`src/rtl/ps2_map_pkg.sv`:
```
// Shared types and constants for the PS/2 scancode-to-button mapper.
// A table entry is {ext, scancode}; the all-zero entry never matches an event.
package ps2_map_pkg;

    localparam int SCAN_W = 9;

    typedef logic [SCAN_W-1:0] scan_t;

    typedef enum logic [1:0] {
        IDLE     = 2'd0,
        HELD     = 2'd1,
        PEND_REL = 2'd2
    } btn_state_t;

    localparam scan_t SCAN_NONE = 9'h000;

endpackage

```
`src/rtl/ps2_button_cell.sv`:
```
// One mapped button: press/release FSM, minimum-hold countdown and press-edge pulse.
// btn_nxt exposes the next-cycle level so the parent can register an OR without extra latency.
module ps2_button_cell
    import ps2_map_pkg::*;
#(
    parameter int HOLD_W = 16
) (
    input  logic              clk,
    input  logic              reset_n,
    input  logic              ce,
    input  logic              clear,
    input  logic              match_press,
    input  logic              match_release,
    input  logic [HOLD_W-1:0] hold_min,
    output logic              btn,
    output logic              btn_edge,
    output logic              btn_nxt
);

    btn_state_t        state_q, state_d;
    logic [HOLD_W-1:0] cnt_q, cnt_d;
    logic              edge_q, edge_d;

    always_ff @(posedge clk or negedge reset_n) begin
        if (!reset_n) begin
            state_q <= IDLE;
            cnt_q   <= '0;
            edge_q  <= 1'b0;
        end else begin
            state_q <= state_d;
            cnt_q   <= cnt_d;
            edge_q  <= edge_d;
        end
    end

    // A press reload overrides the ce decrement; PEND_REL drops on the edge where the count reaches zero.
    always_comb begin
        state_d = state_q;
        cnt_d   = cnt_q;
        edge_d  = 1'b0;
        if (ce && (cnt_q != '0)) begin
            cnt_d = cnt_q - HOLD_W'(1);
        end
        if (clear) begin
            state_d = IDLE;
            cnt_d   = '0;
        end else begin
            unique case (state_q)
                IDLE: begin
                    if (match_press) begin
                        state_d = HELD;
                        cnt_d   = hold_min;
                        edge_d  = 1'b1;
                    end
                end
                HELD: begin
                    if (match_press) begin
                        cnt_d = hold_min;
                    end else if (match_release) begin
                        state_d = (cnt_q == '0) ? IDLE : PEND_REL;
                    end
                end
                PEND_REL: begin
                    if (match_press) begin
                        state_d = HELD;
                        cnt_d   = hold_min;
                    end else if (cnt_d == '0) begin
                        state_d = IDLE;
                    end
                end
                default: begin
                    state_d = IDLE;
                    cnt_d   = '0;
                end
            endcase
        end
    end

    assign btn      = (state_q != IDLE);
    assign btn_nxt  = (state_d != IDLE);
    assign btn_edge = edge_q;

endmodule

```
`src/rtl/ps2_button_mapper.sv`:
```
// Maps hps_io PS/2 key events onto NUM_BUTTONS button lines through a run-time loadable
// {ext, scancode} table, with per-button minimum hold, synchronous clear and press-edge pulses.
module ps2_button_mapper
    import ps2_map_pkg::*;
#(
    parameter int                               NUM_BUTTONS = 12,
    parameter int                               IDX_W       = 4,
    parameter int                               HOLD_W      = 16,
    parameter logic [SCAN_W*NUM_BUTTONS-1:0]    DEFAULT_MAP = {NUM_BUTTONS{9'h000}}
) (
    input  logic                   clk,
    input  logic                   reset_n,
    input  logic                   ce,
    input  logic [10:0]            ps2_key,
    input  logic                   clear,
    input  logic [HOLD_W-1:0]      hold_min,
    input  logic                   map_wr,
    input  logic [IDX_W-1:0]       map_idx,
    input  logic [SCAN_W-1:0]      map_code,
    output logic [NUM_BUTTONS-1:0] btn,
    output logic [NUM_BUTTONS-1:0] btn_edge,
    output logic                   any_pressed
);

    logic                   strobe_q;
    logic                   primed;
    logic                   key_event;
    scan_t                  key_code;
    scan_t                  map_q [NUM_BUTTONS];
    logic [NUM_BUTTONS-1:0] btn_nxt;

    // primed masks the first cycle after reset so a strobe already high is not taken as a toggle.
    always_ff @(posedge clk or negedge reset_n) begin
        if (!reset_n) begin
            strobe_q    <= 1'b0;
            primed      <= 1'b0;
            any_pressed <= 1'b0;
        end else begin
            strobe_q    <= ps2_key[10];
            primed      <= 1'b1;
            any_pressed <= |btn_nxt;
        end
    end

    assign key_event = primed && (ps2_key[10] != strobe_q);
    assign key_code  = {ps2_key[8], ps2_key[7:0]};

    // Out-of-range indices match no entry and are dropped.
    always_ff @(posedge clk or negedge reset_n) begin
        if (!reset_n) begin
            for (int i = 0; i < NUM_BUTTONS; i++) begin
                map_q[i] <= DEFAULT_MAP[SCAN_W*i +: SCAN_W];
            end
        end else begin
            for (int i = 0; i < NUM_BUTTONS; i++) begin
                if (map_wr && (map_idx == IDX_W'(i))) begin
                    map_q[i] <= map_code;
                end
            end
        end
    end

    for (genvar g = 0; g < NUM_BUTTONS; g++) begin : g_cell
        logic hit;
        assign hit = key_event && (map_q[g] != SCAN_NONE) && (map_q[g] == key_code);

        ps2_button_cell #(
            .HOLD_W (HOLD_W)
        ) u_cell (
            .clk           (clk),
            .reset_n       (reset_n),
            .ce            (ce),
            .clear         (clear),
            .match_press   (hit && ps2_key[9]),
            .match_release (hit && !ps2_key[9]),
            .hold_min      (hold_min),
            .btn           (btn[g]),
            .btn_edge      (btn_edge[g]),
            .btn_nxt       (btn_nxt[g])
        );
    end

endmodule

```
`config.mk`:
```
export PLATFORM = sky130hd
export DESIGN_NAME = ps2_button_mapper
export DESIGN_NICKNAME = d
export VERILOG_FILES = /design/src/rtl/ps2_map_pkg.sv /design/src/rtl/ps2_button_cell.sv /design/src/rtl/ps2_button_mapper.sv
export SDC_FILE = /design/constraint.sdc
export NUM_CORES = 1
export LEC_CHECK = 0
export CORE_UTILIZATION = 45
export DETAILED_ROUTE_END_ITERATION = 7
export PLACE_DENSITY = 0.67
export SKIP_CTS_REPAIR_TIMING = 1
export SLEW_MARGIN = 0
export SYNTH_ARGS = -nofsm -noshare
export SYNTH_HDL_FRONTEND = slang
export SYNTH_SLANG_ARGS = --single-unit
export TNS_END_PERCENT = 100
```
`constraint.sdc`:
```
create_clock -name clk -period 3.9 [get_ports clk]
set_input_delay 0.975 -clock clk [delete_from_list [all_inputs] [get_ports clk]]
set_output_delay 0.975 -clock clk [all_outputs]
set_load 0.02 [all_outputs]
```
== After elaboration in Yosys (flattened, before gate mapping) ==
Cells that the tools add are included.

* Flip-flop bits (word level): 339
* Input port bits: 45
* Output and inout bits: 25
* Word-level logic and storage cells: 463

* Add/subtract/negate cells: 12
* Eq/ne operators: 48
* Muxes and demuxes: 180
* Reduce and logical (&&, ||, !) cells: 172

{| class="wikitable"
|+ Operators with widths
! kind !! number
|-
| 16-bit two-way mux || 48
|-
| 16-bit zero test || 24
|-
| 16-bit nonzero test || 12
|-
| 16-bit by 1-bit subtractor with 16-bit output (second input constant) || 12
|-
| 2-bit two-way mux || 84
|-
| 9-bit == test || 12
|-
| 9-bit nonzero test || 12
|-
| 1-bit logical AND || 73
|-
| 2-bit one-hot mux with 3 select lines || 12
|-
| 2-bit nonzero test || 24
|-
| 1-bit two-way mux || 36
|-
| 3-bit OR reduction || 12
|-
| 2-bit by 1-bit == test with 1-bit output (second input constant) || 12
|-
| 2-bit == test (second input constant) || 12
|-
| 2-bit zero test || 12
|-
| 4-bit by 3-bit == test with 1-bit output (second input constant) || 4
|-
| 4-bit == test (second input constant) || 4
|-
| 12-bit OR reduction || 1
|-
| 4-bit by 2-bit == test with 1-bit output (second input constant) || 2
|-
| 4-bit by 1-bit == test with 1-bit output (second input constant) || 1
|-
| 4-bit zero test || 1
|-
| 1-bit zero test || 1
|-
| 1-bit != test || 1
|}

== Logic depth before layout (Yosys ltp) ==
* Depth in word-level cells: 11
* Mapped depth: 12
* Gate-level depth less buffers: 11

== Hierarchy ==
A second synthesis with hierarchy kept.

* Cells, all modules: 2500
* Area, all modules: 22745.6 µm²

{| class="wikitable"
|+ By module, submodules not included
! module !! instances !! cells each !! area an instance (µm²) !! seq. area each (µm²)
|-
| ps2_button_cell (g_cell[10].u_cell ...) || 5 || 162 || 1381.3 || 475.5
|-
| ps2_button_mapper || 1 || 496 || 5888.1 || 2777.7
|-
| ps2_button_cell (g_cell[4].u_cell ...) || 4 || 173 || 1440.1 || 475.5
|-
| ps2_button_cell (g_cell[9].u_cell) || 1 || 159 || 1406.3 || 475.5
|-
| ps2_button_cell (g_cell[8].u_cell) || 1 || 181 || 1398.8 || 475.5
|-
| ps2_button_cell (g_cell[0].u_cell) || 1 || 162 || 1385.1 || 475.5
|}

== Worst setup path before layout ==
OpenSTA, ideal clock, no wires.

* Kind: input -> register
* Start point: in ps2_key[8]
* End point: reg any_pressed
* Setup time: 0.135 ns
* Arrival time: 3.424 ns
* Data required time: 3.765 ns
* Slack: 0.340 ns
* Cell stages on the path: 11
* Path buffers: 2
* Cells stage by stage: clkbuf_1 -> buf_1 -> xnor2_1 -> nand4_1 -> a2111oi_0 -> nand2b_1 -> a21oi_1 -> nor4_1 -> nand3_1 -> nor4_2 -> nand4bb_1

* Longest elaborated chain between the ends: 9
* Elaborated cells on any way between the ends: 133
* Classes of those cells: eq/ne (12); mux (72); reduce/logical (49)

{| class="wikitable"
|+ RTL lines
! what !! RTL line !! source
|-
| from (decl) || ps2_button_mapper.sv:14 || <nowiki>input logic [10:0] ps2_key,</nowiki>
|-
| 9-bit == test * || ps2_button_mapper.sv:65 || <nowiki>assign hit = key_event && (map_q[g] != SCAN_NONE) && (map_q[g] == key_code);</nowiki>
|-
| 1-bit logical AND * || ps2_button_mapper.sv:65 ||
|-
| 1-bit logical AND || ps2_button_mapper.sv:75 || <nowiki>.match_release (hit && !ps2_key[9]),</nowiki>
|-
| 2-bit two-way mux || ps2_button_cell.sv:59 || <nowiki>end else if (match_release) begin</nowiki>
|-
| 2-bit two-way mux || ps2_button_cell.sv:57 || <nowiki>if (match_press) begin</nowiki>
|-
| 2-bit one-hot mux with 3 select lines * || ps2_button_cell.sv:48 || <nowiki>unique case (state_q)</nowiki>
|-
| 2-bit two-way mux * || ps2_button_cell.sv:44 || <nowiki>if (clear) begin</nowiki>
|-
| named net g_cell[10].u_cell.state_d[0] || ps2_button_cell.sv:20 || <nowiki>btn_state_t state_q, state_d;</nowiki>
|-
| 2-bit nonzero test * || ps2_button_cell.sv:80 || <nowiki>assign btn_nxt = (state_d != IDLE);</nowiki>
|-
| 12-bit OR reduction * || ps2_button_mapper.sv:41 || <nowiki>any_pressed <= |btn_nxt;</nowiki>
|-
| to (signal assigned) || ps2_button_mapper.sv:41 ||
|-
| to (decl) || ps2_button_mapper.sv:22 || <nowiki>output logic any_pressed</nowiki>
|}

The timed path passes the listed nets; every way through them passes the cells marked *.
A chain may end at the register's enable or synchronous reset.

== Final worst setup path ==
* Start point: in ps2_key[10]
* End point: reg any_pressed

* Longest elaborated chain between the ends: 11
* Elaborated cells on any way between the ends: 135
* Classes of those cells: eq/ne (1); mux (72); reduce/logical (62)

{| class="wikitable"
|+ RTL lines
! what !! RTL line !! source
|-
| 1-bit != test * || ps2_button_mapper.sv:45 || <nowiki>assign key_event = primed && (ps2_key[10] != strobe_q);</nowiki>
|-
| 1-bit logical AND * || ps2_button_mapper.sv:45 ||
|-
| 1-bit logical AND * (2 in a row) || ps2_button_mapper.sv:65 ||
|-
| 1-bit logical AND || ps2_button_mapper.sv:75 ||
|-
| 2-bit two-way mux || ps2_button_cell.sv:59 ||
|-
| 2-bit two-way mux || ps2_button_cell.sv:57 ||
|-
| 2-bit one-hot mux with 3 select lines * || ps2_button_cell.sv:48 ||
|-
| 2-bit two-way mux * || ps2_button_cell.sv:44 ||
|-
| named net g_cell[8].u_cell.state_d[0] || ps2_button_cell.sv:20 ||
|-
| 2-bit nonzero test * || ps2_button_cell.sv:80 ||
|-
| 12-bit OR reduction * || ps2_button_mapper.sv:41 ||
|}

Marks and branches as above.

==> run metrics <==
P&R area growth vs syn 14.8%; Detailed Routing Iterations Pass 1 5; Net Sw Frac roughly two fifths; antenna diode count 0; Crit path required time between 4 and 5 ns; Top Ports 70; Nets between 2,000 and 2,500; CTS H-tree lvls 2; switching pwr ~7.0 mW; Hold Slack 0.433 ns; Bufs on Longest Clock Path 3; CTS tree yes; core area roughly 45,000 sq um; row count between 70 and 80; final instance count without filler cells 2,935; post-DR wirelength/cell 20.6 um; CTS root buffer clkbuf_16; power per cell area ~740 nW/um^2; first-pass GRT wire length just under 100,000 um; critical path arrival between 4 and 5 ns; ys flop type dfrtp_1; Mapped Nets 2,308; vias in the first global route approximately 17,000; Clock power frac between 20% and 30%; Worst R2R Setup Slack slightly above 0.4 ns; largest net degree at the start of global routing 98; Unique masters post-synth just over 70; Slew @ Worst Pin roughly 1.2 ns; Clk Latency, worst-skew pair ~0.58 ns; Reg2Reg Depth 9; Max Cap Viol 0; maximum VDD drop between 0.4 and 0.5 mV; post-DP HPWL around 41,000 um; share of cells above drive strength 1 14.1%; Residual DRC 0; Syn Area/Cell approximately 9.2 sq um; Syn Inst Count about 2,200; critical path peak fanout 5; crit path kind in2reg; final setup vio count 0; number of vias per cell about 6; #FFs+latches synth 339; IO buf count 69; max-slew violation count 0; RSZ-0062 raised after global routing no; Seq/Total Area, Yosys between 40% and 50%; Die Wd between 200 and 250 um; status finished clean; Global Route Usage Sum between 20% and 30%; crit path time final 3.71 ns; sequential share of power around a third; Placed Cells incl. Taps approximately 2,900; asr flop ratio synth 100%; clk sinks between 300 and 400; Combinational Power Share roughly 46%; Post-Synthesis Cell Area 20,600 sq um; CP Launch Type primary input; initial antenna violation count 1; Ys Warns 0; Post-synth EDFFs 0; initial drt markers about 1,400; worst min path class in2async; Crit. End Element flip-flop; Routed Wire Length a little over 60,000 um; Place WS -0.326 ns; clk_skew roughly 0.035 ns; Final Hold Viols 0; CTS buffer count 40; routability cong. around 0.93; die area about 47,000 sq um; global route overflow 0; die height about 220 um; CTS clk-pin slew, worst paths ~0.060 ns; Max-slew headroom about a fifth; RR Endpoint any_pressed; starting density of the core 45.5%; Final ANT Viol Nets 0; Static Leak around 10 nW; Fmax achieved ~0.27 GHz; R2R Path Start g_cell[3].u_cell.cnt_q[3]; final setup margin 0.188 ns; routed vias ~17,000; Tcrit/Tclk final 95.2%; Pint approximately 10 mW
## placed cells by master (no fill, tap or decap), types with 38 or more instances in the layout
master           instances
dfrtp_1                339
nor3_1                 104
o21ai_0                 45
or3_1                   38
a211oi_1               162
clkbuf_16               42
buf_4                   98
nand3_1                 42
a21oi_1                 54
mux2_2                 111
clkdlybuf4s50_1         67
nor4_1                  84
inv_1                   46
nor2_1                 313
xor2_1                 110
xnor2_1                144
nand2_1                137
## Yosys cell counts, types with 13 or more instances
cell,n,area [sq um]
dfrtp_1,339,8480
nor2_1,313,1170
a211oi_1,162,1220
xnor2_1,144,1260
nand2_1,137,514
mux2_2,111,1250
xor2_1,110,963
clkbuf_1,106,398
nor3_1,104,521
nor4_1,84,526
a21oi_1,54,270
inv_1,46,173
o21ai_0,45,225
nand3_1,42,210
or3_1,38,238
nand4_1,30,188
or2_2,29,181
mux2i_1,26,260
or4_1,25,188
buf_4,24,180
ha_1,24,300
nand2b_1,24,150
buf_1,15,56.3
nand3b_1,15,113
a31oi_1,13,81.3
## power by group through the flow
stage,sequential (mW),combinational [mW],clock (mW)
global placement,5.63,7.70,0
floorplan,5.30,6.20,0
detailed placement,5.66,7.83,0
global route,5.81,8.82,4.01
finish,5.65,7.95,3.79
CTS,5.63,7.90,3.87
## through the flow
step                      instance area [sq um]  util [%]  TNS [ns]  power, mW
after CTS                                 23700      52.3         0       17.4
after detailed placement                  22300      49.3    -0.336       13.5
after global routing                      23700      52.3         0       18.6
final                                     23700      52.3         0       17.4
after floorplan                           20600         -         0       11.5
after global placement                    22300      49.3    -0.280       13.3
## worst max-delay path by stage
stage                     start     endpoint  slack, ns  depth (start not counted)
floorplan            ps2_key[8]  any_pressed       0.34                         11
global placement    ps2_key[10]  any_pressed      -0.28                         14
detailed placement  ps2_key[10]  any_pressed      -0.33                         14
CTS                 ps2_key[10]  any_pressed       0.27                         14
global route         ps2_key[5]  any_pressed       0.11                         13
finish              ps2_key[10]  any_pressed       0.19                         14
## sequential cells by signal (all words and copies together), names as in the netlist
name                    cells
any_pressed                 1
g_cell.u_cell.state_q      24
g_cell.u_cell.cnt_q       192
g_cell.u_cell.btn_edge     12
primed                      1
map_q                     108
strobe_q                    1
## metal layers
metal  routed length (um)  GRT usage (%)  vias up  share of wire (%)
li1                     -              -     8199                  -
met1                26100           35.0     8612                 43
met2                28500           42.7      524                 47
met3                 3550           3.86      133                5.9
met4                 2220           9.25        0                3.7
met5                    0              0        -                  0
## logic make-up (layout without fill, tap and decap cells)
group / after synthesis / in the layout / share of synthesized area [%]
XOR/XNOR: 254 / 254 / 10.8
buffers and inverters: 199 / 295 / 4.13
other: 1 / 1 / 0.0182
flip-flops: 339 / 339 / 41.2
multiplexers: 138 / 138 / 7.40
AO/OA/AOI/OAI: 362 / 362 / 12.5
adder cells (fa/ha/maj): 24 / 24 / 1.46
AND/OR/NAND/NOR: 922 / 922 / 22.5
## area by class of cell
class	instances	area [sq um]
Inverter	47	176
Multi-Input combinational cell	1701	11300
Clock buffer	54	1160
Fill cell	4124	21600
Tap cell	600	751
Timing Repair Buffer	178	1650
Clock inverter	16	173
Sequential cell	339	8480
## worst max-delay path, cell delays in order
cell and delay, ns:
clkdlybuf4s50_1 0.54, xor2_1 0.28, buf_4 0.20, nand2_1 0.07
buf_4 0.18, a2111oi_0 0.61, buf_4 0.23, nand2b_1 0.09
a21oi_1 0.08, nor4_1 0.26, buf_4 0.17, nand3_1 0.08
nor4_2 0.26, nand4bb_1 0.12
(Power assumes the default switching activity.)
